$ cat config.mk
export PLATFORM = sky130hd
export DESIGN_NAME = multi_channel_gather
export DESIGN_NICKNAME = d
export VERILOG_FILES = /design/src/rtl/multi_channel_gather.sv
export SDC_FILE = /design/constraint.sdc
export NUM_CORES = 1
export LEC_CHECK = 0
export ABC_AREA = 0
export BUFFER_PORTS_ARGS = -buffer_cell sky130_fd_sc_hd__buf_2
export CORE_UTILIZATION = 42
export DETAILED_ROUTE_END_ITERATION = 10
export GPL_TIMING_DRIVEN = 0
export PLACE_DENSITY = 0.81
export RECOVER_POWER = 25
export SYNTH_ARGS = -nofsm -noshare
export SYNTH_HDL_FRONTEND = slang
export SYNTH_SLANG_ARGS = --single-unit
$ cat constraint.sdc
create_clock -name clk -period 3.6 [get_ports clk]
set_input_delay 0.54 -clock clk [delete_from_list [all_inputs] [get_ports clk]]
set_output_delay 0.54 -clock clk [all_outputs]
set_load 0.005 [all_outputs]
$ cat src/rtl/multi_channel_gather.sv
// Round-robin gather of NUM_CH show-ahead FIFOs into framed bursts.
// Frame: header, BURST_LEN payload words, optional XOR trailer.
// Ports: clk, rst_n, enable; ch_data/ch_level/ch_full in, ch_rdreq out;
// out_data/out_valid/out_sof/out_eof out, out_ready in;
// ovf_flags out, ovf_clear in; busy out.
// Optional macro: GATHER_CHECKSUM_EN adds the XOR trailer word.
module multi_channel_gather #(
  parameter int NUM_CH    = 6,
  parameter int DATA_W    = 16,
  parameter int BURST_LEN = 8,
  parameter int LVL_W     = 9
) (
  input  logic                     clk,
  input  logic                     rst_n,
  input  logic                     enable,
  input  logic [NUM_CH*DATA_W-1:0] ch_data,
  input  logic [NUM_CH*LVL_W-1:0]  ch_level,
  input  logic [NUM_CH-1:0]        ch_full,
  output logic [NUM_CH-1:0]        ch_rdreq,
  output logic [DATA_W-1:0]        out_data,
  output logic                     out_valid,
  input  logic                     out_ready,
  output logic                     out_sof,
  output logic                     out_eof,
  output logic [NUM_CH-1:0]        ovf_flags,
  input  logic [NUM_CH-1:0]        ovf_clear,
  output logic                     busy
);

  localparam logic [LVL_W-1:0] THR =
    LVL_W'(BURST_LEN);
  localparam logic [7:0] BLEN8 =
    8'(BURST_LEN);
  localparam logic [7:0] LAST =
    8'(BURST_LEN - 1);

`ifdef GATHER_CHECKSUM_EN
  typedef enum logic [1:0] {
    S_IDLE,
    S_HDR,
    S_PAY,
    S_TRL
  } state_t;
`else
  typedef enum logic [1:0] {
    S_IDLE,
    S_HDR,
    S_PAY
  } state_t;
`endif

  state_t state_q, state_d;
  logic [3:0] grant_q, grant_d;
  logic [3:0] rr_q, rr_d;
  logic [7:0] cnt_q, cnt_d;
  logic [DATA_W-1:0] hdr_q, hdr_d;
  logic [NUM_CH-1:0] ovf_q, ovf_d;
`ifdef GATHER_CHECKSUM_EN
  logic [DATA_W-1:0] csum_q, csum_d;
`endif

  logic [31:0] elig_c;
  logic [4:0] scan_c;
  logic [3:0] pick_c;
  logic found_c;
  logic [DATA_W-1:0] pay_c;
  logic last_c;

  // Padded to 32 so a 5-bit scan index always fits.
  always_comb begin
    elig_c = '0;
    for (int i = 0; i < NUM_CH; i++) begin
      elig_c[i] =
        ch_level[i*LVL_W +: LVL_W] >= THR;
    end
  end

  // First eligible channel at or after rr_q,
  // wrapping past NUM_CH-1 back to 0.
  always_comb begin
    found_c = 1'b0;
    pick_c  = '0;
    scan_c  = '0;
    for (int k = 0; k < NUM_CH; k++) begin
      scan_c = 5'(rr_q) + 5'(k);
      if (scan_c >= 5'(NUM_CH)) begin
        scan_c = scan_c - 5'(NUM_CH);
      end
      if (!found_c && elig_c[scan_c]) begin
        found_c = 1'b1;
        pick_c  = scan_c[3:0];
      end
    end
  end

  always_comb begin
    pay_c = '0;
    for (int i = 0; i < NUM_CH; i++) begin
      if (grant_q == 4'(i)) begin
        pay_c = ch_data[i*DATA_W +: DATA_W];
      end
    end
  end

  assign last_c = (cnt_q == LAST);

  always_comb begin
    state_d = state_q;
    grant_d = grant_q;
    rr_d    = rr_q;
    cnt_d   = cnt_q;
    hdr_d   = hdr_q;
`ifdef GATHER_CHECKSUM_EN
    csum_d  = csum_q;
`endif
    unique case (state_q)
      S_IDLE: begin
        if (enable && found_c) begin
          grant_d = pick_c;
          if (pick_c == 4'(NUM_CH - 1)) begin
            rr_d = '0;
          end else begin
            rr_d = pick_c + 4'd1;
          end
          hdr_d = '0;
          hdr_d[15:0] = {4'hA, pick_c, BLEN8};
          state_d = S_HDR;
        end
      end
      S_HDR: begin
        if (out_ready) begin
          cnt_d   = '0;
`ifdef GATHER_CHECKSUM_EN
          csum_d  = '0;
`endif
          state_d = S_PAY;
        end
      end
      S_PAY: begin
        if (out_ready) begin
          cnt_d  = cnt_q + 8'd1;
`ifdef GATHER_CHECKSUM_EN
          csum_d = csum_q ^ pay_c;
`endif
          if (last_c) begin
            cnt_d = '0;
`ifdef GATHER_CHECKSUM_EN
            state_d = S_TRL;
`else
            state_d = S_IDLE;
`endif
          end
        end
      end
`ifdef GATHER_CHECKSUM_EN
      S_TRL: begin
        if (out_ready) begin
          state_d = S_IDLE;
        end
      end
`endif
      default: state_d = S_IDLE;
    endcase
  end

  // Set wins over clear in the same cycle.
  assign ovf_d = (ovf_q & ~ovf_clear) | ch_full;

  always_ff @(posedge clk or negedge rst_n) begin
    if (!rst_n) begin
      state_q <= S_IDLE;
      grant_q <= '0;
      rr_q    <= '0;
      cnt_q   <= '0;
      hdr_q   <= '0;
      ovf_q   <= '0;
`ifdef GATHER_CHECKSUM_EN
      csum_q  <= '0;
`endif
    end else begin
      state_q <= state_d;
      grant_q <= grant_d;
      rr_q    <= rr_d;
      cnt_q   <= cnt_d;
      hdr_q   <= hdr_d;
      ovf_q   <= ovf_d;
`ifdef GATHER_CHECKSUM_EN
      csum_q  <= csum_d;
`endif
    end
  end

  always_comb begin
    out_valid = (state_q != S_IDLE);
    busy      = (state_q != S_IDLE);
    out_sof   = (state_q == S_HDR);
    out_data  = '0;
    out_eof   = 1'b0;
    ch_rdreq  = '0;
    unique case (1'b1)
      (state_q == S_HDR): begin
        out_data = hdr_q;
      end
      (state_q == S_PAY): begin
        out_data = pay_c;
`ifndef GATHER_CHECKSUM_EN
        out_eof  = last_c;
`endif
        for (int i = 0; i < NUM_CH; i++) begin
          ch_rdreq[i] =
            out_ready && (grant_q == 4'(i));
        end
      end
`ifdef GATHER_CHECKSUM_EN
      (state_q == S_TRL): begin
        out_data = csum_q;
        out_eof  = 1'b1;
      end
`endif
      default: ;
    endcase
  end

  assign ovf_flags = ovf_q;

endmodule

# Yosys cells after proc, flatten, opt, wreduce, memory -nomap -nowiden
# Index checks and enable logic that the tools add are counted.
[word_totals]
register_bits = 30
output_inout_bits = 32
word_cells = 126
in_bits = 166
[op_classes]
bitwise = 3
n_reduce_logical = 24
n_eq_ne = 13
n_addsub = 13
n_lt_le_gt_ge = 18
muxes = 49
[ops]
columns = ["operator", "count"]
rows = [
  ["$mux 16", 6],
  ["$ge 9x4->1 const B", 6],
  ["$lt 5x6->1 const B", 6],
  ["$pmux 16 s2", 1],
  ["$bmux 1 s5", 6],
  ["$mux 5", 6],
  ["$mux 4", 7],
  ["$ge 5x3->1 const B", 5],
  ["$sub 5x3->5 const B", 5],
  ["$mux 8", 3],
  ["$pmux 8 s2", 1],
  ["$mux 1", 13],
  ["$eq 4x3->1 const B", 3],
  ["$logic_and 1x1->1", 12],
  ["$add 4x2->5 const B", 2],
  ["$add 4x3->5 const B", 2],
  ["$add 8x1->8 const B", 1],
  ["$eq 4x2->1 const B", 2],
  ["$eq 8x3->1 const B", 1],
  ["$mux 2", 4],
  ["$ne 2x2->1 const B", 4],
  ["$and 6x6->6", 1],
  ["$mux 6", 1],
  ["$not 6->6", 1],
  ["16 further kinds", 21],
]

# Depth between registers and ports, before layout
# Gate-level depths: netlist (run 1).
[depth]
depth_word = 23
ltp_mapped = 17
depth_no_buf = 14

# Worst setup path after synthesis (run 1)
# OpenSTA, ideal clock, no wires.
[synth_path]
path_type = "reg-to-reg"
start = "register rr_q[1]"
end = "register grant_q[2]"
period_less_slack_ns = 3.846
path_stages_with_launch = 16
required_ns = 3.475
t_arrival_ns = 3.722
path_slack_ns = -0.246
setup_time_ns = 0.125
n_path_buf = 2
path_cell_list = "dfrtp_1 -> ha_1 -> buf_4 -> xnor2_2 -> inv_2 -> ha_1 -> clkbuf_1 -> nor3b_2 -> a32o_1 -> a211oi_1 -> mux2i_1 -> o32ai_4 -> nand2b_4 -> or3_4 -> o22a_2 -> mux2_2"
[synth_via]
elab_chain_cells = 22
elab_cells_between_ends = 59
classes_between = "add/sub: 11; order compare: 6; mux: 30; reduce/logical: 12"
[synth_rtl]
columns = ["element", "line_no", "text"]
rows = [
  ["start: declaration", "54", "logic [3:0] rr_q, rr_d;"],
  ["start signal: assignment", "183", "rr_q <= rr_d;"],
  ["parallel branches: the longest is 22 deep, another holds $add 4x1->5", "-", ""],
  ["end signal: assignment", "182", "grant_q <= grant_d;"],
  ["end: declaration", "53", "logic [3:0] grant_q, grant_d;"],
]
# Several ways; the timed one is not identified. The select of a mux whose other input is x is not followed.
# A chain may end at the register's enable or synchronous reset.

# Final worst setup path (run 1)
[layout_path]
start = "register rr_q[1]"
end = "register grant_q[1]"
# Same word-level chain as after synthesis.

==> results.json, run 1 <==
{
  "antenna_found_initial": 0,
  "ant_nets": 0,
  "antenna_cells": 0,
  "gp_congestion": 0.9125,
  "worst_slew_pin_slew_ns": 1.374,
  "drive_gt1_frac": 0.4539,
  "outcome": "complete, but fails checks",
  "setup_viol": 5,
  "synth_nets": 638,
  "synth_area_um2": 3661,
  "rsz0062_at_grt": "true",
  "firstDrtPassIters": 8,
  "clock-sinks": 25,
  "synth.top_cell.area_share": 0.1709,
  "drc": 0,
  "r2r_start": "rr_q[1]",
  "yosysTopAreaCell": "dfrtp_1",
  "required_ns": 3.76,
  "regArea_um2": 629.4,
  "reg2reg_depth": 15,
  "start_kind": "flop",
  "path_clk_slew_ns": 0.09,
  "numCtsBuffers": 3,
  "fillCellCount": 709,
  "ctsHoldBuffers": 0,
  "ios": 198,
  "power_mw": 5.538,
  "period_share": 1.017,
  "insertion_delay_ns": 0.27,
  "whs_endpoint": "ovf_flags[1]",
  "period_minus_slack_ns": 3.660,
  "dpl.hpwl_um": 9911,
  "port_buffers": 179,
  "synthToLayoutAreaGrowth_pct": 42.04,
  "dieArea_um2": 9094,
  "rows": 33,
  "h-tree-depth": 1,
  "via_per_inst": 6.178,
  "endpoint_kind": "flop",
  "critical_path_class": "flop to flop",
  "wl_per_cell_um": 17.92,
  "crit_path_max_fanout": 6,
  "maxCapViolCount": 0,
  "wl_um": 13730,
  "multi_input_area_um2": 3009,
  "ir_drop_uv": 444.9,
  "slew_violations": 0,
  "start_util": 0.4389,
  "power.leakage_nw": 2.457,
  "worst_slack_ns": -0.06006,
  "cp.arrival_ns": 3.82,
  "grt_pass1_wl_um": 19290,
  "yosys-top-cells-count": "44 x nor2_1, 33 x nand2_1, 29 x a21oi_1",
  "async_flop_share": 1.000,
  "die_w_um": 95.37,
  "core_area_um2": 8341,
  "drt-initial-drc-count": 354,
  "tritoncts": "yes",
  "track_usage": 0.2662,
  "grt_start_max_net_pins": 26,
  "r2r_slack_ns": -0.06,
  "yosys_warnings": 0,
  "slew_headroom": 0.08398,
  "syn_area_per_cell_um2": 8.154,
  "skew_ns": 0.01038,
  "synthCells": 449,
  "grt-ovfl-total": 0,
  "grt_pass1_vias": 4292,
  "worstHoldStart": "ch_full[1]",
  "synth_cell_types": 86,
  "synth_area_leaders": "dfrtp_1 17%, ha_1 7.9%, a221oi_1 4.8%",
  "violations": "setup timing",
  "p_per_area_nw_per_um2": 1065,
  "min_delay_path_depth": 2,
  "worstReg2RegEnd": "grant_q[1]",
  "cts_buffer_depth": 2,
  "whs_ns": 0.4537,
  "synth_edf_count": 0,
  "final_cell_area_um2": 5200,
  "dpl_cell_area_um2": 4698,
  "nNetsFinal": 851,
  "die_h_um": 95.37,
  "yosysSeqAreaShare": 0.1709,
  "fmax_ghz": 0.2732,
  "cts-root-buf": "clkbuf_8",
  "vias": 4732,
  "hp-class": "input pin to flop",
  "synthMostInstantiatedCell": "nor2_1",
  "synth-main-ff-cell": "dfrtp_1",
  "ys_ff_latch": 25,
  "fin_setup_tns_ns": -0.2505,
  "finalHoldViolCount": 0
}
## cell type report
class,instances,share of cell area
buffer,23,0.03032
clock buffer,4,0.008662
inverter,25,0.02021
multi-input combinational,376,0.5787
sequential,25,0.1210
tap,105,0.02526
timing repair buffer,208,0.2158
## worst max path at each step
stage,depth (start not counted),startpoint,to
5_1_grt,14,rr_q[1],grant_q[2]
2_1_floorplan,15,rr_q[1],grant_q[2]
3_5_place_dp,14,rr_q[1],grant_q[2]
3_3_place_gp,14,rr_q[1],grant_q[2]
6_report,15,rr_q[1],grant_q[1]
4_1_cts,17,rr_q[0],rr_q[0]
## flip-flops by register name, indices dropped and copies added, names as in the netlist
signal and cells:
hdr_q 2, ovf_flags 6, grant_q 3, rr_q 4
cnt_q 8, state_q 2
## through the flow
stage	std cells	setup slack [ns]	util
6_report	766	-0.06006	0.6235
5_1_grt	766	-0.1980	0.6235
4_1_cts	748	-0.01191	0.5866
3_5_place_dp	733	-0.4191	0.5633
3_3_place_gp	733	-0.3172	0.5633
2_1_floorplan	449	0.003947	-
## metal layers
layer,global-route usage,part of all wire,vias to the layer above
met1,0.2991,0.36,2246
met4,0.1199,0.042,0
met2,0.4887,0.51,280
li1,-,-,2151
met3,0.04226,0.081,55
met5,0,0,-
## worst max-delay path, stage by stage, from the launching register on
cell	delay [ns]
dfrtp_2	0.44
ha_2	0.18
buf_6	0.14
xnor2_4	0.18
inv_2	0.08
ha_4	0.28
inv_1	0.04
a32o_2	0.24
a211oi_4	0.30
mux2i_2	0.37
o32ai_4	0.14
nand2b_4	0.20
buf_12	0.14
o31ai_4	0.28
or2_4	0.20
mux2_1	0.33
## timing repair
action | CTS | global route
buffers inserted | 11 | 17
setup endpoints to repair | 11 | 11
gates cloned | 0 | 0
gates resized for setup | 14 | 29
pin swaps | 5 | 12
## cell usage in the layout (no fill, tap or decap), types with 5 or more instances in the layout
cell type and instances:
buf_2 178, nor2_1 44, nand2_1 33, a21oi_1 29, buf_4 29, dfrtp_1 22
a221oi_1 19, inv_1 18, ha_1 17, mux2i_1 16, o21ai_0 15, nor3_1 15
clkbuf_1 14, nand3_1 12, a21o_1 10, mux2_2 10, and3_1 9, a22oi_1 7
a222oi_1 7, nor4_2 7, nor2b_1 6, nand2b_1 5, and2_1 5, buf_6 5
nor4_1 5
## cells by family (layout without fill, tap and decap cells)
| group | count (synthesis) | after routing | share of synthesized area |
|---|---|---|---|
| muxes | 29 | 29 | 0.08647 |
| and+or+nand+nor | 166 | 166 | 0.2488 |
| xor gates and xnor gates | 10 | 10 | 0.03315 |
| adders and majority gates | 23 | 23 | 0.07861 |
| buffers and inverters | 48 | 260 | 0.06254 |
| DFF | 25 | 25 | 0.1709 |
| AOI/OAI and AO/OA | 148 | 148 | 0.3196 |
## power breakdown
part / internal, mW / switching (mW) / leakage [nW]
registers: 0.351 / 0.0600 / 0.306
logic: 2.24 / 2.72 / 2.13
clock network: 0.0791 / 0.0862 / 0.0228
total: 2.67 / 2.86 / 2.46
Note: power is estimated with default switching activity, not from simulation.
==> inputs of run 2 (changes only) <==
SKIP_LAST_GASP = 1   (was unset)
==> results.json, run 2 (same netlist as run 1, synthesis figures left out) <==
{
  "crit_path_max_fanout": 7,
  "outcome": "complete, but fails checks",
  "cp.arrival_ns": 3.85,
  "maxCapViolCount": 0,
  "dieArea_um2": 9094,
  "ir_drop_uv": 443.4,
  "synthToLayoutAreaGrowth_pct": 41.93,
  "critical_path.max_stage_delay_ns": 0.44,
  "multi_input_area_um2": 3009,
  "tritoncts": "yes",
  "grt_start_max_net_pins": 26,
  "h-tree-depth": 1,
  "grt_pass1_wl_um": 19290,
  "rows": 33,
  "start_util": 0.4389,
  "fmax_ghz": 0.2721,
  "gp_congestion": 0.9125,
  "period_minus_slack_ns": 3.676,
  "wl_um": 13830,
  "endpoint_kind": "flop",
  "finalHoldViolCount": 0,
  "ant_nets": 0,
  "power_mw": 5.545,
  "start_kind": "flop",
  "track_usage": 0.2662,
  "mostFrequentLayoutCells": "178 x buf_2, 44 x nor2_1, 33 x nand2_1, 29 x a21oi_1, 29 x buf_4",
  "drt-initial-drc-count": 340,
  "die_h_um": 95.37,
  "port_buffers": 179,
  "critical_path_class": "flop to flop",
  "regMostFlops": "cnt_q",
  "hp-class": "input pin to flop",
  "vias": 4735,
  "largest_register_ffs": 8,
  "firstDrtPassIters": 5,
  "die_w_um": 95.37,
  "skew_ns": 0.01034,
  "ios": 198,
  "wl_per_cell_um": 18.06,
  "cp_cell_sequence": "ha_2 > buf_6 > xnor2_4 > inv_2 > ha_4 > buf_8 > nor3b_2 > a32o_2 > a211oi_4 > mux2i_2 > o32ai_4 > nand2b_4 > buf_12 > nor4_2 > a31oi_4 > xnor2_2 > o31ai_2",
  "antenna_found_initial": 0,
  "antenna_cells": 0,
  "slew_headroom": 0.09208,
  "fillCellCount": 708,
  "required_ns": 3.78,
  "drive_gt1_frac": 0.4539,
  "slew_violations": 0,
  "cts_buffer_depth": 2,
  "nNetsFinal": 851,
  "regArea_um2": 629.4,
  "via_per_inst": 6.181,
  "worst_slew_pin_slew_ns": 1.362,
  "stdcell_count": 766,
  "setup_viol": 5,
  "period_share": 1.021,
  "ctsHoldBuffers": 0,
  "dpl.hpwl_um": 9911,
  "worst_slack_ns": -0.07565,
  "insertion_delay_ns": 0.27,
  "violations": "setup timing",
  "core_area_um2": 8341,
  "power.leakage_nw": 2.456,
  "p_per_area_nw_per_um2": 1067,
  "cts-root-buf": "clkbuf_8",
  "rsz0062_at_grt": "true",
  "clock-sinks": 25,
  "final_common_cell": "buf_2",
  "grt-ovfl-total": 0,
  "dp.cells": 733,
  "grt_pass1_vias": 4292,
  "drc": 0,
  "fin_setup_tns_ns": -0.3014,
  "path_clk_slew_ns": 0.09,
  "crit_slowest_cell": "dfrtp_2",
  "numCtsBuffers": 3
}
run 2: cell types whose count changed in the layout (fill, tap and decap cells not counted):
cell,previous run,this run
buf_6,5,6
buf_8,2,1
run 2: routing by layer:
metal | share of wire | vias up | global-route usage
li1 | - | 2157 | -
met1 | 0.37 | 2245 | 0.2991
met2 | 0.50 | 272 | 0.4887
met3 | 0.077 | 61 | 0.04226
met4 | 0.048 | 0 | 0.1199
met5 | 0 | - | 0
run 2: final timing paths:
kind | startpoint | endpoint | slack, ns | cells after the start
worst min register to register | ovf_flags[5] | ovf_flags[5] | 0.48 | 1
worst min-delay path | ch_full[1] | ovf_flags[1] | 0.45 | 2
max in group asynchronous | rst_n | rr_q[0] | 2.14 | 1
worst max-delay path | rr_q[1] | rr_q[1] | -0.08 | 17
worst max register to register | rr_q[1] | rr_q[1] | -0.08 | 17
min in group asynchronous | rst_n | state_q[0] | 0.56 | 1
run 2: critical path: cells and delay by family, from the launching register on:
family | cells | cell delay, ns
fa+ha+maj | 2 | 0.32
simple gates | 3 | 0.66
compound gates | 5 | 0.99
xor+xnor | 2 | 0.32
mux | 1 | 0.37
flops | 1 | 0.44
buf+inv | 4 | 0.49
run 2: stage by stage:
step / hold slack (ns) / utilization / cell area, µm² / setup WS [ns]
after floorplan: 0.2444 / - / 3671 / 0.003947
final: 0.4541 / 0.6230 / 5196 / -0.07565
after global placement: 0.4537 / 0.5633 / 4698 / -0.3172
after global routing: 0.4434 / 0.6230 / 5196 / -0.1946
after CTS: 0.2663 / 0.5866 / 4892 / -0.01191
after detailed placement: 0.4567 / 0.5633 / 4698 / -0.4191
run 2: area by class of cell:
cell class / count / share of cell area
tap: 105 / 0.02528
buffer: 23 / 0.02962
inverter: 25 / 0.02023
clock buffer: 4 / 0.008668
timing repair buffer: 208 / 0.2160
multi-input combinational: 376 / 0.5791
sequential: 25 / 0.1211
run 2: power breakdown:
group          switching [mW]  leakage [nW]  internal (mW)
combinational            2.73          2.13           2.24
clock                  0.0861        0.0228         0.0791
sequential             0.0586         0.306          0.351
run 2: repair_timing:
action / in CTS / in global routing
pin swaps: 5 / 11
endpoints found under the setup margin: 11 / 11
resized for setup: 14 / 28
setup buffers: 11 / 17
==> inputs of run 3 (changes only) <==
clock period = 3.3 ns   (was 3.6 ns; I/O delays follow)
==> results.json, run 3 (same netlist as run 1, synthesis figures left out) <==
{
  "outcome": "complete, but fails checks",
  "violations": "setup timing",
  "clock-sinks": 25,
  "combPwrFrac": 0.896,
  "dpl_cell_area_um2": 4746,
  "final_cell_area_um2": 5291,
  "rows": 33,
  "worst_slew_pin_slew_ns": 1.321,
  "fmax_ghz": 0.2805,
  "wl_um": 14110,
  "p_switching_mw": 3.205,
  "maxCapViolCount": 0,
  "finalHoldViolCount": 0,
  "firstDrtPassIters": 5,
  "slew_violations": 0,
  "start_kind": "flop",
  "seq_power_share": 0.075,
  "mostFrequentLayoutCells": "178 x buf_2, 42 x nor2_1, 33 x nand2_1, 29 x buf_4, 28 x a21oi_1",
  "vias": 4754,
  "port_buffers": 179,
  "ir_drop_uv": 525.9,
  "grt_start_max_net_pins": 26,
  "numCtsBuffers": 3,
  "hp-class": "input pin to flop",
  "ctsHoldBuffers": 0,
  "grt-ovfl-total": 0,
  "final_common_cell": "buf_2",
  "grt_pass1_wl_um": 20770,
  "path_clk_slew_ns": 0.09,
  "dp.cells": 733,
  "nNetsFinal": 847,
  "p_per_area_nw_per_um2": 1187,
  "start_util": 0.4389,
  "rsz0062_at_grt": "true",
  "power.leakage_nw": 2.460,
  "wl_per_cell_um": 18.50,
  "antenna_found_initial": 0,
  "r2r_slack_ns": -0.27,
  "endpoint_kind": "flop",
  "track_usage": 0.2897,
  "synthToLayoutAreaGrowth_pct": 44.53,
  "power.internal_mw": 3.078,
  "switching_share": 0.5102,
  "r2r_start": "rr_q[1]",
  "slew_headroom": 0.1193,
  "worstReg2RegEnd": "grant_q[2]",
  "cp-endpoint": "grant_q[2]",
  "dieArea_um2": 9094,
  "period_share": 1.081,
  "critical_path_class": "flop to flop",
  "drt-initial-drc-count": 283,
  "drive_gt1_frac": 0.4718,
  "ios": 198,
  "largest_register_ffs": 8,
  "clock_power_share": 0.028,
  "reg2reg_depth": 12,
  "setup_viol": 9,
  "via_per_inst": 6.231,
  "ant_nets": 0,
  "crit_path_max_fanout": 6,
  "die_w_um": 95.37,
  "tritoncts": "yes",
  "stdcell_count": 763,
  "die_h_um": 95.37,
  "startpoint": "rr_q[1]",
  "grt_pass1_vias": 4408,
  "regMostFlops": "cnt_q",
  "cts-root-buf": "clkbuf_8",
  "dpl.hpwl_um": 10480,
  "fin_setup_tns_ns": -1.218,
  "gp_congestion": 0.9217,
  "required_ns": 3.46,
  "core_area_um2": 8341,
  "period_minus_slack_ns": 3.566,
  "skew_ns": 0.005466,
  "worst_slack_ns": -0.2657,
  "cts_buffer_depth": 2,
  "insertion_delay_ns": 0.27,
  "h-tree-depth": 1,
  "drc": 0,
  "cp.arrival_ns": 3.73
}
==> run 3: cell types whose count changed in the layout (fill, tap and decap cells not counted), sizes merged <==
| cell | change |
|---|---|
| clkbuf | -1 |
| diode | +1 |
| buf | -3 |
==> run 3: critical path, stage by stage, from the launching register on <==
cell and delay, ns:
dfrtp_2 0.44, clkinvlp_4 0.17, buf_4 0.20, ha_1 0.29
a21oi_1 0.26, a21oi_1 0.12, o31a_1 0.26, o22ai_1 0.39
o32ai_4 0.17, nand2b_4 0.21, or3_4 0.43, o22a_4 0.26
mux2_2 0.26
==> run 3: power groups by stage <==
| stage | clock [mW] | combinational [mW] | sequential (mW) |
|---|---|---|---|
| 2_1_floorplan | 0 | 3.28 | 0.462 |
| 3_3_place_gp | 0 | 4.03 | 0.482 |
| 3_5_place_dp | 0 | 4.17 | 0.488 |
| 4_1_cts | 0.182 | 4.85 | 0.458 |
| 5_1_grt | 0.198 | 5.99 | 0.479 |
| 6_report | 0.179 | 5.63 | 0.472 |
==> run 3: cell type report <==
cell class | instances | area, µm²
diodes | 1 | 2.502
flip-flops and latches | 25 | 629.4
fillers | 682 | 3049
well taps | 105 | 131.4
repair buffers | 207 | 1122
multi-input cells | 376 | 3117
clock buffers | 4 | 45.04
plain buffers | 20 | 138.9
inverters | 25 | 105.1
==> run 3: worst min-delay path by stage <==
| stage | startpoint | to | slack [ns] | cells past startpoint |
|---|---|---|---|---|
| 6_report | ch_full[3] | ovf_flags[3] | 0.41 | 2 |
| 5_1_grt | ch_full[3] | ovf_flags[3] | 0.40 | 2 |
| 4_1_cts | rst_n | ovf_flags[4] | 0.21 | 1 |
| 3_5_place_dp | ovf_flags[1] | ovf_flags[1] | 0.46 | 1 |
| 3_3_place_gp | ovf_flags[5] | ovf_flags[5] | 0.46 | 1 |
| 2_1_floorplan | rst_n | cnt_q[0] | 0.20 | 0 |
==> run 3: routing by layer <==
| layer | GRT usage | vias to the layer above | share of wire |
|---|---|---|---|
| met3 | 0.03987 | 67 | 0.080 |
| met5 | 0 | - | 0 |
| li1 | - | 2136 | - |
| met2 | 0.5143 | 303 | 0.50 |
| met1 | 0.3273 | 2248 | 0.36 |
| met4 | 0.1730 | 0 | 0.060 |
==> run 3: what timing repair did <==
action                                 4_1_cts  5_1_grt
buffers inserted                            18        9
gates resized for setup                     29       30
endpoints found under the hold margin        0        0
setup endpoints to repair                   14       14
pin swaps                                   14        9
cloned                                       0        1
==> run 3: metrics by stage <==
step	total power, mW	util	hold WS [ns]	worst slack [ns]
2_1_floorplan	3.739	-	0.1994	-0.09352
3_3_place_gp	4.509	0.5690	0.4570	-0.4439
3_5_place_dp	4.656	0.5690	0.4599	-0.5567
4_1_cts	5.489	0.6064	0.2129	-0.1052
5_1_grt	6.667	0.6341	0.3978	-0.2744
6_report	6.283	0.6344	0.4055	-0.2657
